**config.mk**
```make
export PLATFORM = sky130hd
export DESIGN_NAME = tdm_demux_flat
export DESIGN_NICKNAME = d
export VERILOG_FILES = /design/src/rtl/tdm_demux_if.sv /design/src/rtl/tdm_demux.sv /design/src/flat_wrapper.sv
export SDC_FILE = /design/constraint.sdc
export NUM_CORES = 1
export LEC_CHECK = 0
export BUFFER_PORTS_ARGS = -buffer_cell sky130_fd_sc_hd__buf_2
export CAP_MARGIN = 30
export CORE_AREA = 10 10 87 89
export CTS_BUF_LIST = sky130_fd_sc_hd__clkbuf_16
export CTS_CLUSTER_DIAMETER = 80
export DETAILED_ROUTE_END_ITERATION = 8
export DIE_AREA = 0 0 97 99
export GPL_TIMING_DRIVEN = 0
export PLACE_DENSITY_LB_ADDON = 0.15
export SETUP_SLACK_MARGIN = 0.2
export SKIP_CTS_REPAIR_TIMING = 1
export SLEW_MARGIN = 25
export SYNTH_ARGS = -nofsm -noshare
export SYNTH_HDL_FRONTEND = slang
export SYNTH_SLANG_ARGS = --single-unit
```
**constraint.sdc**
```tcl
create_clock -name clk -period 1.6 [get_ports clk]
set_clock_uncertainty 0.2 [all_clocks]
set_input_delay 0.32 -clock clk [delete_from_list [all_inputs] [get_ports clk]]
set_output_delay 0.32 -clock clk [all_outputs]
set_load 0.01 [all_outputs]
```
**src/rtl/tdm_demux_if.sv**
```systemverilog
// Sample-stream and frame-output bundle for tdm_demux.
interface tdm_demux_if #(
  parameter int CHANNELS = 4,
  parameter int WIDTH    = 8
);
  localparam int SW = (CHANNELS > 2) ? $clog2(CHANNELS) : 1;

  logic [WIDTH-1:0]          din;
  logic                      din_valid;
  logic                      sync;
  logic [CHANNELS*WIDTH-1:0] dout;
  logic                      dout_valid;
  logic [SW-1:0]             slot;
  logic                      locked;
  logic                      err;

  modport master (
    output din, din_valid, sync,
    input  dout, dout_valid, slot, locked, err
  );

  modport slave (
    input  din, din_valid, sync,
    output dout, dout_valid, slot, locked, err
  );
endinterface

```
**src/rtl/tdm_demux.sv**
```systemverilog
// Frame-interleaved sample demultiplexer: sync-aligned slot steering into a
// shadow frame, published as a whole frame with a one-cycle strobe.
module tdm_demux_lane #(
  parameter int WIDTH = 8
) (
  input  logic             clk,
  input  logic             rst_n,
  input  logic             we,
  input  logic [WIDTH-1:0] d,
  output logic [WIDTH-1:0] q
);
  always_ff @(posedge clk) begin
    if (!rst_n)  q <= '0;
    else if (we) q <= d;
  end
endmodule

module tdm_demux #(
  parameter int CHANNELS = 4,
  parameter int WIDTH    = 8
) (
  input  logic        clk,
  input  logic        rst_n,
  tdm_demux_if.slave  bus
);
  localparam int SW = (CHANNELS > 2) ? $clog2(CHANNELS) : 1;
  localparam logic [SW-1:0] LAST = SW'(CHANNELS - 1);

  typedef enum logic {IDLE, RUN} state_t;
  state_t state;

  // The last channel never lands in shadow; it goes straight to dout.
  logic [CHANNELS-2:0][WIDTH-1:0] shadow;
  logic [CHANNELS-2:0]            wr_en;

  for (genvar k = 0; k < CHANNELS - 1; k++) begin : g_we
    if (k == 0) begin : g_first
      assign wr_en[k] = bus.din_valid && bus.sync;
    end else begin : g_rest
      assign wr_en[k] = bus.din_valid && !bus.sync && (state == RUN) &&
                        (bus.slot == SW'(k));
    end
  end

  tdm_demux_lane #(.WIDTH(WIDTH)) u_lane [CHANNELS-2:0] (
    .clk   (clk),
    .rst_n (rst_n),
    .we    (wr_en),
    .d     (bus.din),
    .q     (shadow)
  );

  always_ff @(posedge clk) begin
    if (!rst_n) begin
      state          <= IDLE;
      bus.dout       <= '0;
      bus.dout_valid <= 1'b0;
      bus.slot       <= '0;
      bus.locked     <= 1'b0;
      bus.err        <= 1'b0;
    end else begin
      bus.dout_valid <= 1'b0;
      bus.err        <= 1'b0;
      if (bus.din_valid) begin
        case (state)
          IDLE: begin
            if (bus.sync) begin
              state      <= RUN;
              bus.locked <= 1'b1;
              bus.slot   <= SW'(1);
            end
          end
          RUN: begin
            if (bus.sync) begin
              // Early sync drops the partial frame and restarts at slot 0.
              bus.err  <= (bus.slot != '0);
              bus.slot <= SW'(1);
            end else if (bus.slot == '0) begin
              bus.err    <= 1'b1;
              bus.locked <= 1'b0;
              state      <= IDLE;
            end else if (bus.slot == LAST) begin
              bus.dout       <= {bus.din, shadow};
              bus.dout_valid <= 1'b1;
              bus.slot       <= '0;
            end else begin
              bus.slot <= bus.slot + SW'(1);
            end
          end
          default: state <= IDLE;
        endcase
      end
    end
  end
endmodule

```
**src/flat_wrapper.sv**
```systemverilog
// flat-port wrapper written by rule: the top's interface ports become plain ports
module tdm_demux_flat 
#(
  parameter int CHANNELS = 4,
  parameter int WIDTH    = 8
)
  (clk, rst_n, bus_din, bus_din_valid, bus_sync, bus_dout, bus_dout_valid, bus_slot, bus_locked, bus_err);
  tdm_demux_if #(.CHANNELS(CHANNELS), .WIDTH(WIDTH)) bus_i ();
  input  logic clk;
  input  logic rst_n;
  input wire logic [$bits(bus_i.din)-1:0] bus_din;
  input wire logic [$bits(bus_i.din_valid)-1:0] bus_din_valid;
  input wire logic [$bits(bus_i.sync)-1:0] bus_sync;
  output wire logic [$bits(bus_i.dout)-1:0] bus_dout;
  output wire logic [$bits(bus_i.dout_valid)-1:0] bus_dout_valid;
  output wire logic [$bits(bus_i.slot)-1:0] bus_slot;
  output wire logic [$bits(bus_i.locked)-1:0] bus_locked;
  output wire logic [$bits(bus_i.err)-1:0] bus_err;
  assign bus_i.din = bus_din;
  assign bus_i.din_valid = bus_din_valid;
  assign bus_i.sync = bus_sync;
  assign bus_dout = bus_i.dout;
  assign bus_dout_valid = bus_i.dout_valid;
  assign bus_slot = bus_i.slot;
  assign bus_locked = bus_i.locked;
  assign bus_err = bus_i.err;
  tdm_demux #(.CHANNELS(CHANNELS), .WIDTH(WIDTH)) u_core (.clk(clk), .rst_n(rst_n), .bus(bus_i));
endmodule
```
Yosys cells after proc, flatten, opt, wreduce, memory -nomap -nowiden

Index checks and enable logic that the tools add are counted.

$add $sub $neg: 1
Eq/ne operators: 7
Mux-type cells: 16
Bitwise logic cells: 5
Reductions and logical operators: 13

Operators by type and width:

| cell                                                             | count |
|---|---|
| 1-bit 2-to-1 mux                                                 | 9 |
| 2-bit 2-to-1 mux                                                 | 4 |
| 2-bit != test (second input constant)                            | 3 |
| 3-bit AND reduction                                              | 2 |
| 1-bit logical AND                                                | 5 |
| 1-bit NOT                                                        | 5 |
| 5-bit AND reduction                                              | 1 |
| 5-bit OR reduction                                               | 1 |
| 2-bit == test (second input constant)                            | 2 |
| 1-bit one-hot mux with 2 select lines                            | 2 |
| 2-bit one-hot mux with 2 select lines                            | 1 |
| 4-bit AND reduction                                              | 1 |
| 3-bit != test (second input constant)                            | 1 |
| 2-bit by 1-bit adder with 2-bit output (second input constant)   | 1 |
| 2-bit by 1-bit == test with 1-bit output (second input constant) | 1 |
| 2-bit zero test                                                  | 1 |
| 2-bit nonzero test                                               | 1 |
| 1-bit zero test                                                  | 1 |

Register bits after elaboration: 62
Input port bits: 12
Output and inout bits: 37
Logic and storage cells: 51

Logic depth before layout (Yosys ltp)

Depth in word-level cells: 5
Gate-level depth with buffers: 9
Gate-level depth less buffers: 7

Modules after synthesis

A second synthesis with hierarchy kept.

Cells, all modules: 257
Area total of the unflattened synthesis: 2469.9 um2

Modules (own cells, without submodules):

| module         | instances | cells an instance | area each (um2) | sequential area each (um2) |
|---|---|---|---|---|
| tdm_demux      | 1         | 182               | 1565.3          | 760.7 |
| tdm_demux_lane | 3         | 25                | 301.5           | 160.2 |

Least setup slack after synthesis

No wires, ideal clock.

Path kind: reg-to-reg
From: reg u_core.bus.slot[0]
To: reg u_core.bus.dout[10]
Setup time: 0.066 ns
Arrival: 1.518 ns
Data required time: 1.334 ns
Path slack: -0.184 ns
Cell stages (with the launch flop): 10
Buffers on the path: 2
Period minus slack after synthesis: 1.784 ns
Cells stage by stage: dfxtp_1 -> inv_1 -> ha_1 -> inv_1 -> ha_1 -> and4_1 -> buf_6 -> buf_6 -> nand2_1 -> a21boi_2

Word-level cells in the longest chain between the ends: 3
Elaborated cells on any way between the ends: 4
Those cells by class: eq/ne: 1; bitwise: 1; reduce/logical: 2

RTL lines:

| what                                     | RTL line           | text |
|---|---|---|
| start: declaration                       | tdm_demux_if.sv:24 | `output dout, dout_valid, slot, locked, err` |
| start signal: assignment                 | tdm_demux.sv:87    | `bus.slot <= bus.slot + SW'(1);` |
| 2-bit zero test                          | tdm_demux.sv:78    | `end else if (bus.slot == '0) begin` |
| 1-bit NOT (no source line)               | n/a                |  |
| 5-bit AND reduction (no source line) (*) | n/a                |  |
| end signal: assignment                   | tdm_demux.sv:83    | `bus.dout <= {bus.din, shadow};` |
| end: declaration                         | tdm_demux_if.sv:24 |  |

Mark *: on every way between the ends. The rest lies on a longest branch, timed or not.
A chain may end at the register's enable or synchronous reset.

Worst setup path in the final report

From: reg u_core.bus.slot[1]
To: reg u_core.bus.dout[18]

Same word-level chain as after synthesis.

==> impl_results.rst <==
.. list-table::
   :header-rows: 1

   * - Metric
     - Value
   * - Post-Route Utilization
     - 58.6%
   * - MaxCap Viol Count
     - 0
   * - Reg-to-reg critical path startpoint
     - u_core.bus.slot[1]
   * - Count of state elements after synthesis
     - 62
   * - Logic depth of the worst path, buffers included
     - 9
   * - Post-synthesis sequential area ratio
     - 48.7%
   * - Initial antenna violation count
     - 0
   * - Pre-Repair DR Iteration Count
     - 4
   * - Mean Syn Cell Area
     - 9.14 µm²
   * - Input/output buffers
     - 46
   * - Top delay family on crit path
     - buffers and inverters
   * - Routed vias
     - 2068
   * - Height of the die
     - 99 µm
   * - Share of final-layout standard cells stronger than drive strength 1
     - 41.9%
   * - Clk_lat worst skew
     - 0.32 ns
   * - Type of the most critical hold path
     - in -> reg
   * - Kind of capture point of the worst setup path
     - register
   * - Final clock period utilization by the worst path
     - 105%
   * - CTS tree
     - built
   * - Post-synthesis cell type with the largest combined area
     - sky130_fd_sc_hd__dfxtp_1
   * - CP Launch Point
     - u_core.bus.slot[1]
   * - Area share of the leading cell type in the synthesized netlist
     - 48.7%
   * - Endpoints failing hold
     - 0
   * - Area delta synth->final
     - 34.4%
   * - Outcome
     - complete, but fails checks
   * - Area of the placeable core
     - 5850 µm²
   * - Unrepaired setup endpoints after global routing
     - true
   * - Via-to-Cell Ratio
     - 4.83
   * - Final number of setup-violating endpoints
     - 32
   * - Placed wire-length estimate after detailed placement
     - 4490 µm
   * - I/O pin count
     - 49
   * - H-tree depth
     - 3
   * - Worst setup path end
     - u_core.bus.dout[18]
   * - CTS Sinks
     - 62
   * - Arrival @ worst endpoint
     - 1.73 ns
   * - Synthesized netlist net count
     - 297
   * - Crit Path Max Fanout
     - 10
   * - Routability cong.
     - 0.768
   * - Final routed wirelength across all metal layers
     - 6240 µm
   * - DRC errors left
     - 0
   * - Total of warnings raised by yosys
     - 0
   * - Maximum number of buffers from clock root to sink
     - 2
   * - Number of cells traversed by the worst register-to-register path
     - 9
   * - Area of the mapped netlist
     - 2550 µm²
   * - Global Route Usage Sum
     - 12.8%
   * - Std-Cell Rows
     - 28
   * - Clock-pin slew on the worst setup and hold paths
     - 0.05 ns
   * - Total Power Consumption
     - 3.57 mW
   * - Top cells by area in the synthesized netlist
     - sky130_fd_sc_hd__dfxtp_1 49%, sky130_fd_sc_hd__nand2_1 14%, sky130_fd_sc_hd__a21boi_2 13%
   * - Number of nets in the finished design
     - 366
   * - Ant. Diodes
     - 0
   * - Most common cell after layout, fill and taps aside
     - sky130_fd_sc_hd__nand2_1
   * - Clock tree root driver cell
     - sky130_fd_sc_hd__clkbuf_16
   * - Die ar.
     - 9600 µm²
   * - Drt initial violations
     - 69
   * - Violated checks
     - negative setup slack
   * - Placed Instances
     - 400
   * - Required time reported for the critical path endpoint
     - 1.65 ns
   * - Antenna Nets Post-Route
     - 0
   * - Die width
     - 97 µm
   * - GR Overflow Total
     - 0
   * - Cell Pwr Density
     - 1040 nW/µm²
   * - Startpoint-to-endpoint class of the critical path
     - reg -> reg
   * - Worst-Margin Slew
     - 0.509 ns
   * - Capture point of the worst reg-to-reg path
     - u_core.bus.dout[18]
   * - Crit path largest cell delay
     - 0.37 ns
   * - Peak VDD IR
     - 0.000531 V
   * - Wirelength per Cell
     - 14.6 µm
   * - Highest clock rate
     - 596 MHz
   * - Via count of the first global-routing pass
     - 2077
   * - Cell count after synthesis
     - 279
   * - Finished Layout Cells
     - 428
   * - Post-Place Setup Slack
     - -0.221 ns
   * - Final WS setup
     - -0.0787 ns
   * - Commonest non-fill, non-tap cells in the layout
     - 73 x sky130_fd_sc_hd__nand2_1, 60 x sky130_fd_sc_hd__dfxtp_1, 49 x sky130_fd_sc_hd__buf_2, 32 x sky130_fd_sc_hd__a21boi_2, 18 x sky130_fd_sc_hd__nand2_2
   * - Series of cell instances along the critical path
     - inv_4 > ha_4 > inv_4 > ha_4 > and4_1 > buf_6 > buf_8 > nand2_1 > a21boi_2
   * - Pin count of the biggest net entering global routing
     - 11
   * - Library cell contributing the largest single delay on the critical path
     - sky130_fd_sc_hd__dfxtp_4
   * - Leakage component of the power
     - 1.43 nW
   * - Total clock buffers created by CTS
     - 9
   * - Starting density of the core
     - 43.6%
   * - Post-synthesis cell type count
     - 23
   * - Shortest clock period the worst path allows after layout
     - 1.68 ns
   * - First-pass GRT wire length
     - 10100 µm
   * - Headroom to the max-slew limit
     - 66.1%
   * - CP Buf/Inv Count
     - 4
   * - Final max-slew violation count
     - 0
   * - Nature of the critical path startpoint
     - register
   * - Flop-to-flop setup slack
     - -0.08 ns
[power breakdown]
part	switching (mW)	total [mW]	internal, mW
logic	0.109	0.188	0.0793
registers	0.0136	1.58	1.56
clock network	0.628	1.80	1.18
total	0.751	3.57	2.82
[synthesized netlist by cell type]
library cell and count:
sky130_fd_sc_hd__a21boi_0 11, sky130_fd_sc_hd__a21boi_2 30, sky130_fd_sc_hd__a21oi_1 1, sky130_fd_sc_hd__and2_1 1
sky130_fd_sc_hd__and4_1 1, sky130_fd_sc_hd__buf_2 8, sky130_fd_sc_hd__buf_4 1, sky130_fd_sc_hd__buf_6 5
sky130_fd_sc_hd__clkbuf_1 6, sky130_fd_sc_hd__dfxtp_1 62, sky130_fd_sc_hd__ha_1 6, sky130_fd_sc_hd__inv_1 4
sky130_fd_sc_hd__mux2i_1 2, sky130_fd_sc_hd__nand2_1 96, sky130_fd_sc_hd__nand2b_1 2, sky130_fd_sc_hd__nand3_1 16
sky130_fd_sc_hd__nand3b_1 1, sky130_fd_sc_hd__nand4_1 2, sky130_fd_sc_hd__nand4b_4 2, sky130_fd_sc_hd__nor2_1 2
sky130_fd_sc_hd__nor4_1 1, sky130_fd_sc_hd__o211ai_1 1, sky130_fd_sc_hd__o21ai_0 18
[per-layer routing]
layer  vias to the layer above  part of all wire [%]  global-route usage, %
li1                       1059                     -                      -
met1                       955                    45                   14.7
met2                        42                    47                   21.0
met3                        12                   4.9                   3.91
met4                         0                   2.2                   7.04
met5                         -                     0                      0
[registers in the layout, summed over array words and instances, names as in the netlist]
name	flops
u_core.bus.err	1
u_core.bus.dout	32
u_core.bus.dout_valid	1
u_core.bus.locked	1
u_core.u_lane.q	24
u_core.bus.slot	2
u_core.state	1
[kinds of logic (layout without fill, tap and decap cells)]
group / after synthesis / after routing / share of synthesized area, %
AO/OA/AOI/OAI: 61 / 61 / 20.5
adder cells (fa/ha/maj): 6 / 6 / 2.94
buffers and inverters: 24 / 98 / 5.54
flip-flops: 62 / 62 / 48.7
multiplexers: 2 / 2 / 0.785
AND/OR/NAND/NOR: 124 / 124 / 21.5
[through the flow]
stage	area, µm²	hold slack, ns	TNS, ns
floorplan	2620	0.196	0
global placement	2940	0.243	-4.57
detailed placement	2940	0.249	-5.50
CTS	3220	0.0747	-4.98
global route	3430	0.0730	-3.54
finish	3430	0.0732	-1.57
[worst min-delay path by stage]
stage	from	to	slack, ns	cells after the start
final	bus_din[0]	u_core.bus.dout[24]	0.07	3
after global routing	bus_din[0]	u_core.bus.dout[24]	0.07	3
after CTS	bus_din[0]	u_core.u_lane[0].q[0]	0.07	3
after detailed placement	u_core.bus.dout[31]	u_core.bus.dout[31]	0.25	2
after global placement	u_core.bus.dout[31]	u_core.bus.dout[31]	0.24	2
after floorplan	bus_sync	u_core.bus.dout_valid	0.20	1
[tightest hold or removal path, cell delays in order]
cell	delay, ns
sky130_fd_sc_hd__buf_2	0.12
sky130_fd_sc_hd__nand2_2	0.06
sky130_fd_sc_hd__a21boi_2	0.04
[final cells by class]
cell class | instances | area (µm²)
fill | 526 | 2420
multi-input combinational | 193 | 1280
sequential | 62 | 1250
timing repair buffer | 58 | 342
clock buffer | 9 | 225
buffer | 20 | 158
tap | 75 | 93.8
clock inverter | 7 | 55.1
inverter | 4 | 20.0
(Power assumes the default switching activity.)
